[config.mk]
export PLATFORM = sky130hd
export DESIGN_NAME = uart_read_port
export DESIGN_NICKNAME = d
export VERILOG_FILES = /design/src/rtl/uart_pkg.sv /design/src/rtl/uart_rx_fifo.sv /design/src/rtl/uart_read_port.sv
export SDC_FILE = /design/constraint.sdc
export NUM_CORES = 1
export LEC_CHECK = 0
export ABC_CLOCK_PERIOD_IN_PS = 3900
export BUFFER_PORTS_ARGS = -buffer_cell sky130_fd_sc_hd__buf_2
export CORE_ASPECT_RATIO = 1.25
export CORE_UTILIZATION = 55
export CTS_BUF_LIST = sky130_fd_sc_hd__clkbuf_8
export DETAILED_ROUTE_END_ITERATION = 16
export PLACE_DENSITY = 0.82
export REMOVE_ABC_BUFFERS = 1
export SLEW_MARGIN = 20
export SYNTH_ARGS = -nofsm -noshare
export SYNTH_HDL_FRONTEND = slang
export SYNTH_SLANG_ARGS = --single-unit
[constraint.sdc]
create_clock -name clk_i -period 3.9 [get_ports clk_i]
set_input_delay 0.78 -clock clk_i [delete_from_list [all_inputs] [get_ports clk_i]]
set_output_delay 0.78 -clock clk_i [all_outputs]
set_load 0.005 [all_outputs]
[src/rtl/uart_pkg.sv]
// Shared types and register map for the UART receive port.
// Holds the receiver FSM states, register offsets and STATUS bit positions.
package uart_pkg;

    typedef enum logic [1:0] {
        IDLE  = 2'd0,
        START = 2'd1,
        DATA  = 2'd2,
        STOP  = 2'd3
    } rx_state_e;

    localparam logic [9:0] UART_DATA_OFS   = 10'h000;
    localparam logic [9:0] UART_STATUS_OFS = 10'h001;

    localparam int STAT_EMPTY_BIT   = 0;
    localparam int STAT_FULL_BIT    = 1;
    localparam int STAT_OVERRUN_BIT = 2;
    localparam int STAT_FRAMING_BIT = 3;
    localparam int STAT_COUNT_LSB   = 4;

endpackage

[src/rtl/uart_rx_fifo.sv]
// Receive byte FIFO with power-of-two depth and an occupancy count.
// A push while full is accepted only when a pop frees a slot in the same cycle.
module uart_rx_fifo #(
    parameter int DEPTH = 16,
    parameter int WIDTH = 8
) (
    input  logic                     clk,
    input  logic                     rst,
    input  logic                     push,
    input  logic                     pop,
    input  logic [WIDTH-1:0]         din,
    output logic [WIDTH-1:0]         dout,
    output logic                     empty,
    output logic                     full,
    output logic [$clog2(DEPTH):0]   count
);
    localparam int AW = $clog2(DEPTH);

    logic [WIDTH-1:0] mem [DEPTH];
    logic [AW-1:0]    wr_ptr;
    logic [AW-1:0]    rd_ptr;
    logic             do_push;
    logic             do_pop;

    assign empty   = (count == '0);
    assign full    = (count == (AW+1)'(DEPTH));
    assign do_pop  = pop & ~empty;
    assign do_push = push & (~full | do_pop);
    assign dout    = mem[rd_ptr];

    always_ff @(posedge clk) begin
        if (do_push) begin
            mem[wr_ptr] <= din;
        end
    end

    // Pointers are exactly AW bits wide, so they wrap modulo DEPTH on their own.
    always_ff @(posedge clk) begin
        if (rst) begin
            wr_ptr <= '0;
            rd_ptr <= '0;
            count  <= '0;
        end else begin
            if (do_push) wr_ptr <= wr_ptr + AW'(1);
            if (do_pop)  rd_ptr <= rd_ptr + AW'(1);
            case ({do_push, do_pop})
                2'b10:   count <= count + (AW+1)'(1);
                2'b01:   count <= count - (AW+1)'(1);
                default: count <= count;
            endcase
        end
    end

endmodule

[src/rtl/uart_read_port.sv]
// 8N1 UART receiver feeding a FIFO, exposed to the CPU as a DATA/STATUS register pair.
// Read data is combinational; side effects happen only on the first cycle of a strobe.
module uart_read_port
    import uart_pkg::*;
#(
    parameter int CLKS_PER_BIT = 434,
    parameter int FIFO_DEPTH   = 16
) (
    input  logic        clk_i,
    input  logic        rst_i,
    input  logic        rx_i,
    input  logic        uart_MR_i,
    input  logic [9:0]  uart_address_i,
    output logic [31:0] uart_data_o,
    output logic        rx_avail_o,
    output rx_state_e   dbg_state
);
    localparam int CNT_W   = $clog2(CLKS_PER_BIT) + 1;
    localparam int FIFO_CW = $clog2(FIFO_DEPTH) + 1;
    localparam logic [CNT_W-1:0] HALF_CNT = CNT_W'(CLKS_PER_BIT / 2);
    localparam logic [CNT_W-1:0] LAST_CNT = CNT_W'(CLKS_PER_BIT - 1);

    rx_state_e         state, state_n;
    logic [CNT_W-1:0]  clk_cnt, clk_cnt_n;
    logic [2:0]        bit_cnt, bit_cnt_n;
    logic [7:0]        shift, shift_n;
    logic              rx_meta, rx_sync, rx_sync_d;
    logic              rx_fall;
    logic              rx_push, frame_err_set;

    logic              mr_prev, rd_first;
    logic              pop, stat_clr;
    logic              overrun, framing_err;
    logic [7:0]        fifo_dout;
    logic              fifo_empty, fifo_full;
    logic [FIFO_CW-1:0] fifo_count;
    logic [31:0]       status_word;

    assign dbg_state = state;
    assign rx_fall   = rx_sync_d & ~rx_sync;

    always_ff @(posedge clk_i) begin
        if (rst_i) begin
            rx_meta   <= 1'b1;
            rx_sync   <= 1'b1;
            rx_sync_d <= 1'b1;
        end else begin
            rx_meta   <= rx_i;
            rx_sync   <= rx_meta;
            rx_sync_d <= rx_sync;
        end
    end

    always_ff @(posedge clk_i) begin
        if (rst_i) begin
            state   <= IDLE;
            clk_cnt <= '0;
            bit_cnt <= '0;
            shift   <= '0;
        end else begin
            state   <= state_n;
            clk_cnt <= clk_cnt_n;
            bit_cnt <= bit_cnt_n;
            shift   <= shift_n;
        end
    end

    always_comb begin
        state_n       = state;
        clk_cnt_n     = clk_cnt;
        bit_cnt_n     = bit_cnt;
        shift_n       = shift;
        rx_push       = 1'b0;
        frame_err_set = 1'b0;
        case (state)
            IDLE: begin
                if (rx_fall) begin
                    state_n   = START;
                    clk_cnt_n = '0;
                    bit_cnt_n = '0;
                end
            end
            START: begin
                // Re-check the line at mid start bit to reject glitches.
                if (clk_cnt == HALF_CNT) begin
                    clk_cnt_n = '0;
                    state_n   = rx_sync ? IDLE : DATA;
                end else begin
                    clk_cnt_n = clk_cnt + CNT_W'(1);
                end
            end
            DATA: begin
                if (clk_cnt == LAST_CNT) begin
                    clk_cnt_n = '0;
                    shift_n   = {rx_sync, shift[7:1]};
                    bit_cnt_n = bit_cnt + 3'd1;
                    if (bit_cnt == 3'd7) state_n = STOP;
                end else begin
                    clk_cnt_n = clk_cnt + CNT_W'(1);
                end
            end
            STOP: begin
                if (clk_cnt == LAST_CNT) begin
                    clk_cnt_n     = '0;
                    rx_push       = rx_sync;
                    frame_err_set = ~rx_sync;
                    state_n       = IDLE;
                end else begin
                    clk_cnt_n = clk_cnt + CNT_W'(1);
                end
            end
            default: state_n = IDLE;
        endcase
    end

    uart_rx_fifo #(.DEPTH(FIFO_DEPTH), .WIDTH(8)) u_fifo (
        .clk   (clk_i),
        .rst   (rst_i),
        .push  (rx_push),
        .pop   (pop),
        .din   (shift),
        .dout  (fifo_dout),
        .empty (fifo_empty),
        .full  (fifo_full),
        .count (fifo_count)
    );

    // Read handshake: uart_MR_i has no ready/ack; data is valid combinationally
    // while it is high, and only its rising cycle may pop or clear flags.
    assign rd_first = uart_MR_i & ~mr_prev;
    assign pop      = rd_first & (uart_address_i == UART_DATA_OFS) & ~fifo_empty;
    assign stat_clr = rd_first & (uart_address_i == UART_STATUS_OFS);

    always_ff @(posedge clk_i) begin
        if (rst_i) begin
            mr_prev     <= 1'b0;
            overrun     <= 1'b0;
            framing_err <= 1'b0;
        end else begin
            mr_prev     <= uart_MR_i;
            overrun     <= (overrun & ~stat_clr) | (rx_push & fifo_full & ~pop);
            framing_err <= (framing_err & ~stat_clr) | frame_err_set;
        end
    end

    always_comb begin
        status_word                   = '0;
        status_word[STAT_EMPTY_BIT]   = fifo_empty;
        status_word[STAT_FULL_BIT]    = fifo_full;
        status_word[STAT_OVERRUN_BIT] = overrun;
        status_word[STAT_FRAMING_BIT] = framing_err;
        status_word[STAT_COUNT_LSB +: FIFO_CW] = fifo_count;
    end

    always_comb begin
        uart_data_o = '0;
        case (uart_address_i)
            UART_DATA_OFS:   uart_data_o = fifo_empty ? 32'b0 : {24'b0, fifo_dout};
            UART_STATUS_OFS: uart_data_o = status_word;
            default:         uart_data_o = '0;
        endcase
    end

    assign rx_avail_o = ~fifo_empty;

endmodule

Word-level counts from Yosys, hierarchy flattened:

Memories as Yosys holds them, arrays and structs flattened. A register that Yosys moved wholly into a read port is not among the register bits.
Index checks and enable logic that the tools add are counted.

* RAM bits: 128
* word-level logic and storage cells: 89
* latch bits: 0
* bits in read-only memories: 0
* output and inout bits: 35
* flip-flop bits (word level): 42
* memories kept: 1
* input bits: 14

Memory list
* u_fifo.mem: depth 16, width 8, read ports 1, clocked after Yosys merged registers in 1, write ports 1, line uart_rx_fifo.sv:19 `logic [WIDTH-1:0] mem [DEPTH];`

* bitwise operators: 20
* divide/modulo/power cells: 0
* mux-type cells: 25
* multiply operators: 0
* $lt $le $gt $ge: 0
* $add $sub $neg: 6
* equality and inequality tests: 15
* reductions and logical operators: 9
* shifts and indexed selects: 0

Operator list (count)
* $mux 10: 3
* $pmux 10 s3: 1
* $pmux 9 s2: 1
* $mux 2: 6
* $and 1x1->1: 11
* $add 10x1->10 const B: 1
* $eq 10x1->1 const B: 1
* $eq 10x8->1 const B: 1
* $eq 10x9->1 const B: 1
* $logic_not 10->1: 1
* $ne 2x2->1 const B: 5
* $pmux 5 s2: 1
* $add 4x1->4 const B: 2
* $mux 4: 2
* $mux 8: 1
* $pmux 2 s4: 1
* $eq 2x2->1 const B: 3
* $mux 1: 6
* $mux 3: 2
* $not 1->1: 6
* $pmux 3 s2: 1
* $add 5x1->5 const B: 1
* $eq 5x5->1 const B: 1
* $logic_not 5->1: 1
* other kinds (11): 15

Depth between registers and ports, before layout:

Gate-level depths: netlist of the first run.

* word-level depth: 9
* gate-level depth with buffers: 15
* mapped depth without buffers: 14

Cells and area by module:

A second synthesis of the first run with hierarchy kept.

* cells, all modules: 517
* area, all modules: 7499.7 um^2

By module, submodules not included
* uart_rx_fifo: cells each 325, area each 5866.9 um^2, times used 1, seq. area each 4184.0 um^2
* uart_read_port: cells each 192, area each 1632.8 um^2, times used 1, seq. area each 580.6 um^2

Worst setup path before layout of the first run:

OpenSTA, ideal clock, no wires.

* path kind: input to register
* from: in uart_address_i[2]
* to: reg u_fifo.count[4]
* data required time: 3.830 ns
* setup slack: 0.694 ns
* stages: 13
* library setup time: 0.070 ns
* arrival time: 3.136 ns
* buffers on the path: 1
* cells stage by stage: nor4_2 > nand3_1 > o21ai_2 > nand2_1 > ha_1 > clkbuf_1 > xor2_1 > ha_1 > a21oi_1 > a32o_1 > a21oi_1 > or3_1 > a21oi_1

* longest elaborated chain between the ends: 8
* elaborated cells between the ends (all ways): 10
* classes of those cells: eq/ne: 2; mux: 1; bitwise: 5; reduce/logical: 2

Ends and longest elaborated chain
* from (decl): line uart_read_port.sv:13 `input logic [9:0] uart_address_i,`
* $logic_not 10->1 *: line uart_read_port.sv:131 `assign pop = rd_first & (uart_address_i == UART_DATA_OFS) & ~fifo_empty;`
* $and 1x1->1 * (2 in series): line uart_read_port.sv:131
* $and 1x1->1 *: line uart_rx_fifo.sv:27 `assign do_pop = pop & ~empty;`
* $or 1x1->1: line uart_rx_fifo.sv:28 `assign do_push = push & (~full | do_pop);`
* $and 1x1->1: line uart_rx_fifo.sv:28
* $eq 2x1->1 / $eq 2x2->1 (equally long branches): line uart_rx_fifo.sv:46 `case ({do_push, do_pop})`
* $pmux 5 s2 / $reduce_bool 2->1 (equally long branches)
* to (signal assigned): line uart_rx_fifo.sv:47 `2'b10: count <= count + (AW+1)'(1);`
* to (signal assigned): line uart_rx_fifo.sv:48 `2'b01: count <= count - (AW+1)'(1);`
* to (signal assigned): line uart_rx_fifo.sv:49 `default: count <= count;`
* to (decl): line uart_rx_fifo.sv:15 `output logic [$clog2(DEPTH):0] count`

Every way passes the cells marked *; elsewhere a longest branch is shown, timed or not.
A chain may end at the register's enable or synchronous reset.

Final worst setup path of the first run:

* from: reg clk_cnt[0]
* to: reg u_fifo.count[4]

* longest elaborated chain between the ends: 6
* elaborated cells between the ends (all ways): 8
* classes of those cells: eq/ne: 3; mux: 3; bitwise: 1; reduce/logical: 1

Ends and longest elaborated chain
* from (decl): line uart_read_port.sv:24 `logic [CNT_W-1:0] clk_cnt, clk_cnt_n;`
* from (signal assigned): line uart_read_port.sv:62 `clk_cnt <= clk_cnt_n;`
* $eq 10x9->1 *: line uart_read_port.sv:103 `if (clk_cnt == LAST_CNT) begin`
* $mux 1 *: line uart_read_port.sv:103
* $mux 1 *: line uart_read_port.sv:75 `case (state)`
* $and 1x1->1 *: line uart_rx_fifo.sv:28
* $eq 2x1->1 / $eq 2x2->1 (equally long branches): line uart_rx_fifo.sv:46
* $pmux 5 s2 / $reduce_bool 2->1 (equally long branches)

Marks and branches as above.

==> summary.md, run 1 <==
| Metric | Value |
|---|---|
| Number of synthesized flops with an enable pin | `128` |
| Post-Syn Instances | `513` |
| Relative slew slack | `44.6%` |
| Cell Rows | `47` |
| Number of detailed-route iterations in the first pass | `6` |
| Clock transition at path regs | `0.09 ns` |
| Post_cts resized | `0` |
| Reg2reg path depth | `13` |
| CTS Buf Count | `17` |
| WP data arrival | `3.76 ns` |
| Hold slack | `slightly above 0.4 ns` |
| Largest net degree at the start of global routing | `38` |
| I/O pins | `49` |
| First-pass GRT wire length | `22900 um` |
| Via count | `4241` |
| Fmax | `0.296 GHz` |
| Via density | `5.83` |
| Largest family of logic cells by synthesized area | `multiplexers` |
| Final Critical Period | `3.38 ns` |
| CP cell instances | `ha_1 > nor3b_2 > nand4_1 > nor3_2 > nand2_1 > ha_1 > xor2_1 > ha_1 > a21oi_1 > a32o_1 > a21oi_1 > or3_1 > a21oi_1` |
| Slowest-stage cell, CP | `dfxtp_1` |
| Max_cap viols | `0` |
| Startpoint types | `flop` |
| Core area | `13200 um2` |
| Post-synthesis compound-gate area fraction | `5.11%` |
| Die Wd | `106 um` |
| Setup bufs post-CTS | `0` |
| Final-report max-slew violation count | `0` |
| Placer's final routability congestion estimate | `about 0.87` |
| I/O Buffers | `25` |
| Hold Path Depth | `1` |
| Critical path class | `reg -> reg` |
| DRC | `0` |
| TritonCTS clock tree | `done` |
| Routed WL per cell | `19.6 um` |
| Routed WL | `about 14000 um` |
| CP peak stage delay | `approximately 0.43 ns` |
| Post-synthesis mux area share | `13.5%` |
| Detail Route Antenna Nets | `0` |
| Max rail drop VDD | `roughly 0.00020 V` |
| Worst Max-Slew Pin Slew | `0.830 ns` |
| Worst Setup End Kind | `flop` |
| Ys flop type | `edfxtp_1` |
| WP data required | `4.28 ns` |
| Hold Vio Cnt, Final | `0` |
| Final setup fails | `0` |
| Synth Area in Simple Gates | `under 10%` |
| Crit share post-route | `roughly 87%` |
| Worst skew pair latency | `0.44 ns` |
| Synth-to-Final Area Change | `7.93%` |
| Drt initial violations | `280` |
| Post-Syn Area per Cell | `14.5 um2` |
| Vias in the first global route | `around 4200` |
| Die area | `14000 um2` |
| #FFs+latches synth | `174` |
| Share of cells above drive strength 1 | `approximately 20%` |
| Clock buffer depth | `2` |
| Power Density | `391 nW/um2` |
| Antenna violations before repair | `0` |
| Total power | `3.13 mW` |
| Status | `completed` |
| Die height | `132 um` |
| Root Driver | `clkbuf_8` |
| Grt ovf | `0` |
| Leak | `about 2.8 nW` |
| GRT Overall Usage | `22.1%` |
| Hpwl dp | `~9600 um` |
| CTS H-Tree Depth | `4` |
| Diode count | `0` |
| Synthesized cell area | `7420 um2` |
| Clk_skew | `~0.019 ns` |
| Post-synthesis adder-cell area fraction | `2.02%` |
| XOR/XNOR Fraction of Synth Area | `~1.4%` |
| Hold-critical path endpoint | `rx_sync` |
| Critical-path maximum fanout | `9` |
| Hold_buf cts | `0` |
| Clock tree sinks | `174` |
| Reg-to-reg endpoint | `u_fifo.count[4]` |
| R2r startpoint | `clk_cnt[0]` |
| YS warnings | `0` |
| Min-Delay Startpoint | `rx_meta` |
| Asr flop ratio synth | `0%` |
| NumNets Final | `about 570` |
| Setup TNS | `0 ns` |
| Sequential area share after synthesis | `64.2%` |
| RSZ-0062 raised after global routing | `false` |
| Initial Utilization | `56.3%` |
| Hold WC Path Type | `reg -> reg` |
| Distinct cells, synth | `50` |
| FF-to-FF setup slack | `0.52 ns` |
## how the worst max path moves through the flow
stage | from | to | slack (ns) | cells after the start
finish | clk_cnt[0] | u_fifo.count[4] | 0.52 | 13
global route | clk_cnt[0] | u_fifo.count[4] | 0.18 | 13
CTS | flop | uart_data_o[1] | 0.45 | 4
detailed placement | uart_address_i[2] | u_fifo.count[4] | 0.30 | 13
global placement | uart_address_i[2] | u_fifo.count[4] | 0.44 | 13
floorplan | flop | uart_data_o[0] | 0.76 | 3
## layer usage
metal	vias up	wire length [um]	global-route usage (%)
met1	2117	5910	28.6
met3	28	662	5.29
met4	0	506	9.72
li1	1955	-	-
met5	-	0	0
met2	141	7160	35.5
## cells in the mapped netlist, types with 9 or more instances
cell type	count	area [um2]
a21oi_1	17	85.1
buf_4	23	173
clkbuf_1	16	60.1
dfxtp_1	46	921
edfxtp_1	128	3840
ha_1	12	150
inv_1	10	37.5
mux2i_1	28	280
mux4_2	32	721
nand2_1	25	93.8
nand3_1	15	75.1
nor2_1	46	173
nor3_1	9	45.0
o21ai_0	13	65.1
## where the power goes
| group | leakage (nW) | total (mW) | switching (mW) | internal [mW] |
|---|---|---|---|---|
| combinational | 1.03 | 0.0371 | 0.0254 | 0.0117 |
| sequential | 1.56 | 1.96 | 0.00359 | 1.96 |
| clock | 0.173 | 1.13 | 0.630 | 0.499 |
## placed cells by master (no fill, tap or decap), drive strengths merged, types with 10 or more instances in the layout
| cell type | synthesis | layout |
|---|---|---|
| dfxtp | 46 | 46 |
| inv | 11 | 13 |
| clkbuf | 16 | 17 |
| mux4 | 32 | 32 |
| ha | 12 | 12 |
| nor3 | 10 | 10 |
| o21ai | 14 | 14 |
| nand2 | 25 | 25 |
| edfxtp | 128 | 128 |
| a21oi | 17 | 17 |
| buf | 31 | 36 |
| nor2 | 46 | 46 |
| mux2i | 28 | 28 |
| nand3 | 16 | 16 |
| conb | 1 | 23 |
## per-stage QoR
| step | cell area, um2 | worst slack (ns) | util (%) | instances |
|---|---|---|---|---|
| finish | 8010 | 0.517 | 60.8 | 727 |
| global route | 8010 | 0.176 | 60.8 | 727 |
| CTS | 8010 | 0.451 | 60.8 | 727 |
| detailed placement | 7650 | 0.295 | 58.1 | 695 |
| global placement | 7650 | 0.443 | 58.1 | 695 |
| floorplan | 7230 | 0.758 | - | 488 |
## cell type report
type | instances | area [um2]
clock buffers | 17 | 234
fillers | 960 | 5170
flip-flops and latches | 174 | 4770
well taps | 171 | 214
multi-input cells | 303 | 2420
clock inverters | 15 | 121
inverters | 11 | 41.3
repair buffers | 36 | 208
## logic make-up (layout without fill, tap and decap cells)
logic type,Yosys count,count (layout)
mux,60,60
simple gates,138,138
compound gates,58,58
buf+inv,58,79
xor+xnor,12,12
fa+ha+maj,12,12
other cells,1,23
flops,174,174
## state kept, by name, indices dropped and copies added (netlist names), 3 cells and up, named ones only
signal,count
u_fifo.mem,128
u_fifo.rd_ptr,4
shift,8
bit_cnt,3
clk_cnt,10
u_fifo.wr_ptr,4
u_fifo.count,5
## worst max-delay path, delay by kind of cell (launching register included)
kind | cells | cell delay [ns]
and+or+nand+nor | 5 | 1.36
adders and majority gates | 3 | 0.73
AOI/OAI and AO/OA | 4 | 0.64
DFF | 1 | 0.43
xor gates and xnor gates | 1 | 0.18
Note: power is estimated with default switching activity, not from simulation.
==> run 2: changes to the inputs <==
--- a/config.mk
+++ b/config.mk
@@ -6,12 +6,12 @@
 export NUM_CORES = 1
 export LEC_CHECK = 0
 export ABC_CLOCK_PERIOD_IN_PS = 3900
-export BUFFER_PORTS_ARGS = -buffer_cell sky130_fd_sc_hd__buf_2
 export CORE_ASPECT_RATIO = 1.25
 export CORE_UTILIZATION = 55
 export CTS_BUF_LIST = sky130_fd_sc_hd__clkbuf_8
 export DETAILED_ROUTE_END_ITERATION = 16
-export PLACE_DENSITY = 0.82
+export DONT_BUFFER_PORTS = 1
+export PLACE_DENSITY = 0.79
 export REMOVE_ABC_BUFFERS = 1
 export SLEW_MARGIN = 20
 export SYNTH_ARGS = -nofsm -noshare
==> summary.md, run 2 (synthesis gave the netlist of run 1 again) <==
| Metric | Value |
|---|---|
| Status | `completed` |
| Net Sw Power | `642 uW` |
| Largest Register | `u_fifo.mem` |
| Layout fillers | `979` |
| Logic pwr share | `0.7%` |
| Diode count | `0` |
| WP data required | `~3.1 ns` |
| Cell mode on critical path | `nor3_1` |
| Final setup fails | `0` |
| I/O Buffers | `0` |
| Critical path origin | `uart_address_i[9]` |
| Routed WL per cell | `20.0 um` |
| Via density | `approximately 6` |
| DRC | `0` |
| Seq pwr share | `61.9%` |
| Grt ovf | `0` |
| WP data arrival | `roughly 2.5 ns` |
| Sw frac | `between 20% and 30%` |
| Die area | `between 10000 and 15000 um2` |
| Number of detailed-route iterations in the first pass | `5` |
| Biggest regs | `u_fifo.mem x128, clk_cnt x10, shift x8` |
| Antenna violations before repair | `0` |
| Drt initial violations | `297` |
| Post_cts resized | `0` |
| R2r startpoint | `clk_cnt[0]` |
| Worst Max-Slew Pin Slew | `0.971 ns` |
| Cell Rows | `47` |
| Min-Delay Startpoint | `rst_i` |
| Max FFs per register | `approximately 130` |
| Relative slew slack | `a little over a third` |
| Clock tree sinks | `174` |
| Critical path class | `in -> out` |
| Initial Utilization | `56.3%` |
| Detail Route Antenna Nets | `0` |
| Slowest-stage cell, CP | `nor3_1` |
| CP peak stage delay | `0.43 ns` |
| CTS H-Tree Depth | `4` |
| Fmax | `0.304 GHz` |
| DR WL met2 | `7480 um` |
| Worst path depth | `5` |
| Hold Path Depth | `1` |
| CTS Buf Count | `17` |
| Die height | `132 um` |
| Setup bufs post-CTS | `0` |
| Clock transition at path regs | `0.08 ns` |
| Max rail drop VDD | `0.000223 V` |
| CP cell instances | `nor3_1 > nand3_1 > nor3_1 > nand2b_1 > o221ai_1` |
| Placer's final routability congestion estimate | `0.877` |
| Most frequent cells in the layout | `128 x edfxtp_1, 46 x nor2_1, 45 x dfxtp_1, 32 x mux4_2, 28 x mux2i_1` |
| Via count | `4204` |
| Hold WC Path Type | `in -> reg` |
| Int Power | `around 2.5 mW` |
| Critical path buffers and inverters | `0` |
| Hpwl dp | `9660 um` |
| Routed WL | `between 10000 and 15000 um` |
| Critical-path maximum fanout | `8` |
| Hold_buf cts | `0` |
| Reg2reg path depth | `14` |
| Synth-to-Final Area Change | `7.13%` |
| Die Wd | `106 um` |
| Clk pwr share | `between 30% and 40%` |
| Top Family by Delay on Critical Path | `simple AND/OR/NAND/NOR gates` |
| Vias in the first global route | `4101` |
| Wl on met1 | `~5600 um` |
| Power Density | `between 300 and 400 nW/um2` |
| RSZ-0062 raised after global routing | `false` |
| Hold Vio Cnt, Final | `0` |
| Final-report max-slew violation count | `0` |
| I/O pins | `49` |
| TritonCTS clock tree | `done` |
| Final Critical Period | `3.29 ns` |
| Met3 WL | `815 um` |
| Most common cell after layout, fill and taps aside | `edfxtp_1` |
| GRT Overall Usage | `21.5%` |
| First-pass GRT wire length | `22100 um` |
| Setup TNS | `0 ns` |
| Largest net degree at the start of global routing | `38` |
| Max_cap viols | `0` |
| Core area | `between 10000 and 15000 um2` |
| Startpoint types | `input pin` |
| Clock buffer depth | `2` |
| Share of cells above drive strength 1 | `between 10% and 20%` |
| Root Driver | `clkbuf_8` |
| Worst skew pair latency | `about 0.44 ns` |
| Crit share post-route | `84.4%` |
| NumNets Final | `around 550` |
| Clk_skew | `~0.0069 ns` |
| Top routing layer in use | `met4` |
| Leak | `2.67 nW` |
| Final Instance Count excl. Fillers | `roughly 710` |
| Worst Setup End Kind | `output pin` |
| Cells after DPL | `674` |
| Fin util | `60.3%` |
==> run 2: per-stage QoR <==
stage	total power [mW]	setup WS [ns]	hold WS (ns)	instance area, um2
finish	3.17	0.607	0.398	7950
global route	3.27	0.411	0.361	7950
CTS	3.19	0.523	0.376	7950
detailed placement	2.03	0.323	0.435	7570
global placement	2.03	0.484	0.424	7570
floorplan	2.02	0.758	0.389	7230
==> run 2: routing by layer <==
metal | up-vias | GRT usage, %
met4 | 0 | 7.72
met2 | 167 | 35.8
li1 | 1922 | -
met3 | 19 | 4.65
met1 | 2096 | 27.8
met5 | - | 0
==> run 2: cell type report <==
cell class / instances / area [um2] / area share [%]
sequential: 174 / 4770 / 60.0
clock buffer: 17 / 234 / 2.94
inverter: 11 / 41.3 / 0.520
timing repair buffer: 15 / 125 / 1.57
clock inverter: 15 / 145 / 1.83
tap: 171 / 214 / 2.69
multi-input combinational: 303 / 2420 / 30.5
==> run 2: worst paths after layout <==
check	end	slack [ns]
max	uart_data_o[2]	0.61
min	flop	0.40
max reg2reg	u_fifo.count[4]	0.64
min reg2reg	rx_sync	0.46
==> run 2: power groups by stage <==
stage	Clock, mW	Combinational (mW)	Sequential [mW]
2_1_floorplan	0	0.0187	2.00
4_1_cts	1.20	0.0223	1.96
3_3_place_gp	0	0.0217	2.01
5_1_grt	1.28	0.0270	1.96
3_5_place_dp	0	0.0221	2.01
6_report	1.19	0.0227	1.96
==> run 3: changes to the inputs <==
--- a/config.mk
+++ b/config.mk
@@ -5,13 +5,13 @@
 export SDC_FILE = /design/constraint.sdc
 export NUM_CORES = 1
 export LEC_CHECK = 0
-export ABC_CLOCK_PERIOD_IN_PS = 3900
+export ABC_CLOCK_PERIOD_IN_PS = 2700
 export CORE_ASPECT_RATIO = 1.25
 export CORE_UTILIZATION = 55
 export CTS_BUF_LIST = sky130_fd_sc_hd__clkbuf_8
 export DETAILED_ROUTE_END_ITERATION = 16
 export DONT_BUFFER_PORTS = 1
-export PLACE_DENSITY = 0.79
+export PLACE_DENSITY = 0.82
 export REMOVE_ABC_BUFFERS = 1
 export SLEW_MARGIN = 20
 export SYNTH_ARGS = -nofsm -noshare
==> constraint.sdc (replaced) <==
create_clock -name clk_i -period 2.7 [get_ports clk_i]
set_input_delay 0.54 -clock clk_i [delete_from_list [all_inputs] [get_ports clk_i]]
set_output_delay 0.54 -clock clk_i [all_outputs]
set_load 0.005 [all_outputs]
==> summary.md, run 3 (synthesis gave the netlist of run 1 again) <==
| Metric | Value |
|---|---|
| Initial Utilization | `56.3%` |
| Core area | `approximately 13000 um2` |
| CP peak stage delay | `~0.55 ns` |
| Most frequent cells in the layout | `128 x edfxtp_1, 47 x buf_4, 46 x nor2_1, 43 x dfxtp_1, 32 x mux4_2` |
| CP cell instances | `or4_4 > nor2_1 > o21ai_2 > nand2_1 > ha_2 > xor2_1 > ha_2 > a21oi_2 > buf_4 > o22ai_2 > a21oi_2 > or3_1 > a21oi_2` |
| Total power | `4.70 mW` |
| Critical-path maximum fanout | `4` |
| TritonCTS clock tree | `done` |
| Hold Vio Cnt, Final | `0` |
| Final WS setup | `-0.0317 ns` |
| Final Critical Period | `approximately 2.7 ns` |
| Largest Register | `u_fifo.mem` |
| Critical path class | `reg -> reg` |
| Worst Setup End Kind | `flop` |
| Die Wd | `about 110 um` |
| Root Driver | `clkbuf_8` |
| Startpoint types | `flop` |
| Layout fillers | `939` |
| Die area | `14000 um2` |
| Number of detailed-route iterations in the first pass | `5` |
| Synth-to-Final Area Change | `12.2%` |
| Relative slew slack | `between 50% and 60%` |
| Crit share post-route | `101%` |
| Top Family by Delay on Critical Path | `simple AND/OR/NAND/NOR gates` |
| Status | `finished with violations` |
| Max_cap viols | `0` |
| Share of cells above drive strength 1 | `24.4%` |
| Critical path buffers and inverters | `1` |
| CTS H-Tree Depth | `4` |
| Cell Rows | `47` |
| Max rail drop VDD | `between 0.0003 and 0.0004 V` |
| Largest net degree at the start of global routing | `38` |
| Hold WC Path Type | `in -> reg` |
| I/O pins | `49` |
| Final Instance Count excl. Fillers | `741` |
| Cell mode on critical path | `a21oi_2` |
| Hold Path Depth | `1` |
| Clock tree sinks | `174` |
| Final setup fails | `1` |
| Worst skew pair latency | `0.44 ns` |
| Hold_buf cts | `0` |
| Via density | `5.86` |
| Cells after DPL | `705` |
| Failing checks | `negative setup slack` |
| Placer's final routability congestion estimate | `0.809` |
| Fmax | `0.366 GHz` |
| Slowest-stage cell, CP | `or4_4` |
| Drt initial violations | `269` |
| Routed WL | `between 10000 and 15000 um` |
| Max FFs per register | `128` |
| Clk_skew | `about 0.009 ns` |
| First-pass GRT wire length | `23000 um` |
| Vias in the first global route | `roughly 4400` |
| DRC | `0` |
| Clock transition at path regs | `0.09 ns` |
| GRT Overall Usage | `22.2%` |
| Diode count | `0` |
| WP data arrival | `about 3.1 ns` |
| Biggest regs | `u_fifo.mem x128, clk_cnt x10, shift x8` |
| Post-route cell area | `8320 um2` |
| DP Area | `7810 um2` |
| Setup TNS | `-0.0317 ns` |
| NumNets Final | `583` |
| Worst Max-Slew Pin Slew | `approximately 0.63 ns` |
| I/O Buffers | `0` |
| Most common cell after layout, fill and taps aside | `edfxtp_1` |
| RSZ-0062 raised after global routing | `true` |
| Clock buffer depth | `2` |
| Power Density | `around 560 nW/um2` |
| Leak | `2.88 nW` |
| Routed WL per cell | `19.6 um` |
| Final-report max-slew violation count | `0` |
| Worst path depth | `13` |
| Grt ovf | `0` |
| CTS Buf Count | `17` |
| Hpwl dp | `9940 um` |
| Reg2reg path depth | `13` |
| Detail Route Antenna Nets | `0` |
| Via count | `4339` |
| WP data required | `roughly 3.1 ns` |
| Die height | `132 um` |
| Antenna violations before repair | `0` |
==> run 3: changes by cell type in the layout (fill, tap and decap cells not counted), moves of 2 or more <==
cell / before / now
buf_4: 14 / 47
ha_1: 12 / 8
a21oi_1: 17 / 14
a21oi_2: 0 / 3
ha_2: 0 / 3
buf_12: 1 / 3
clkinv_4: 0 / 2
dfxtp_1: 45 / 43
dfxtp_2: 1 / 3
mux2i_1: 28 / 26
mux2i_2: 0 / 2
==> run 3: stage by stage <==
stage	setup WS [ns]	util, %	hold slack, ns
CTS	0.00952	62.6	0.139
global route	-0.174	63.2	0.127
detailed placement	-0.102	59.3	0.401
floorplan	-0.202	-	0.389
finish	-0.0317	63.2	0.173
global placement	-0.0183	59.3	0.400
==> run 3: final cells by class <==
cell class	instances	area [um2]	share of cell area, %
Clock buffer	17	234	2.81
Timing Repair Buffer	50	413	4.96
Inverter	11	41.3	0.496
Clock inverter	15	171	2.06
Sequential cell	174	4770	57.3
Tap cell	171	214	2.57
Multi-Input combinational cell	303	2480	29.8
==> run 3: routing by layer <==
layer / up-vias / share of wire (%) / track usage [%]
met5: - / 0 / 0
met4: 0 / 2.0 / 8.56
met3: 17 / 5.3 / 5.64
met2: 156 / 54 / 39.5
met1: 2178 / 39 / 25.6
li1: 1988 / - / -
==> run 3: worst paths after layout <==
check | start | endpoint | slack [ns]
setup / recovery | u_fifo.count[0] | u_fifo.count[4] | -0.03
hold / removal | rst_i | clk_cnt[0] | 0.17
setup reg to reg | u_fifo.count[0] | u_fifo.count[4] | -0.03
hold reg to reg | rx_meta | rx_sync | 0.42
==> run 3: repair_timing <==
action                     in CTS  in global routing
buffers inserted                1                  3
pin swaps                       0                 12
setup endpoints to repair       8                 11
resized for setup               1                 17
==> run 3: power breakdown <==
part | internal [mW] | leakage (nW) | switching (mW)
Sequential | 2.83 | 1.56 | 0.00234
Clock | 0.911 | 0.195 | 0.913
Combinational | 0.0147 | 1.13 | 0.0277
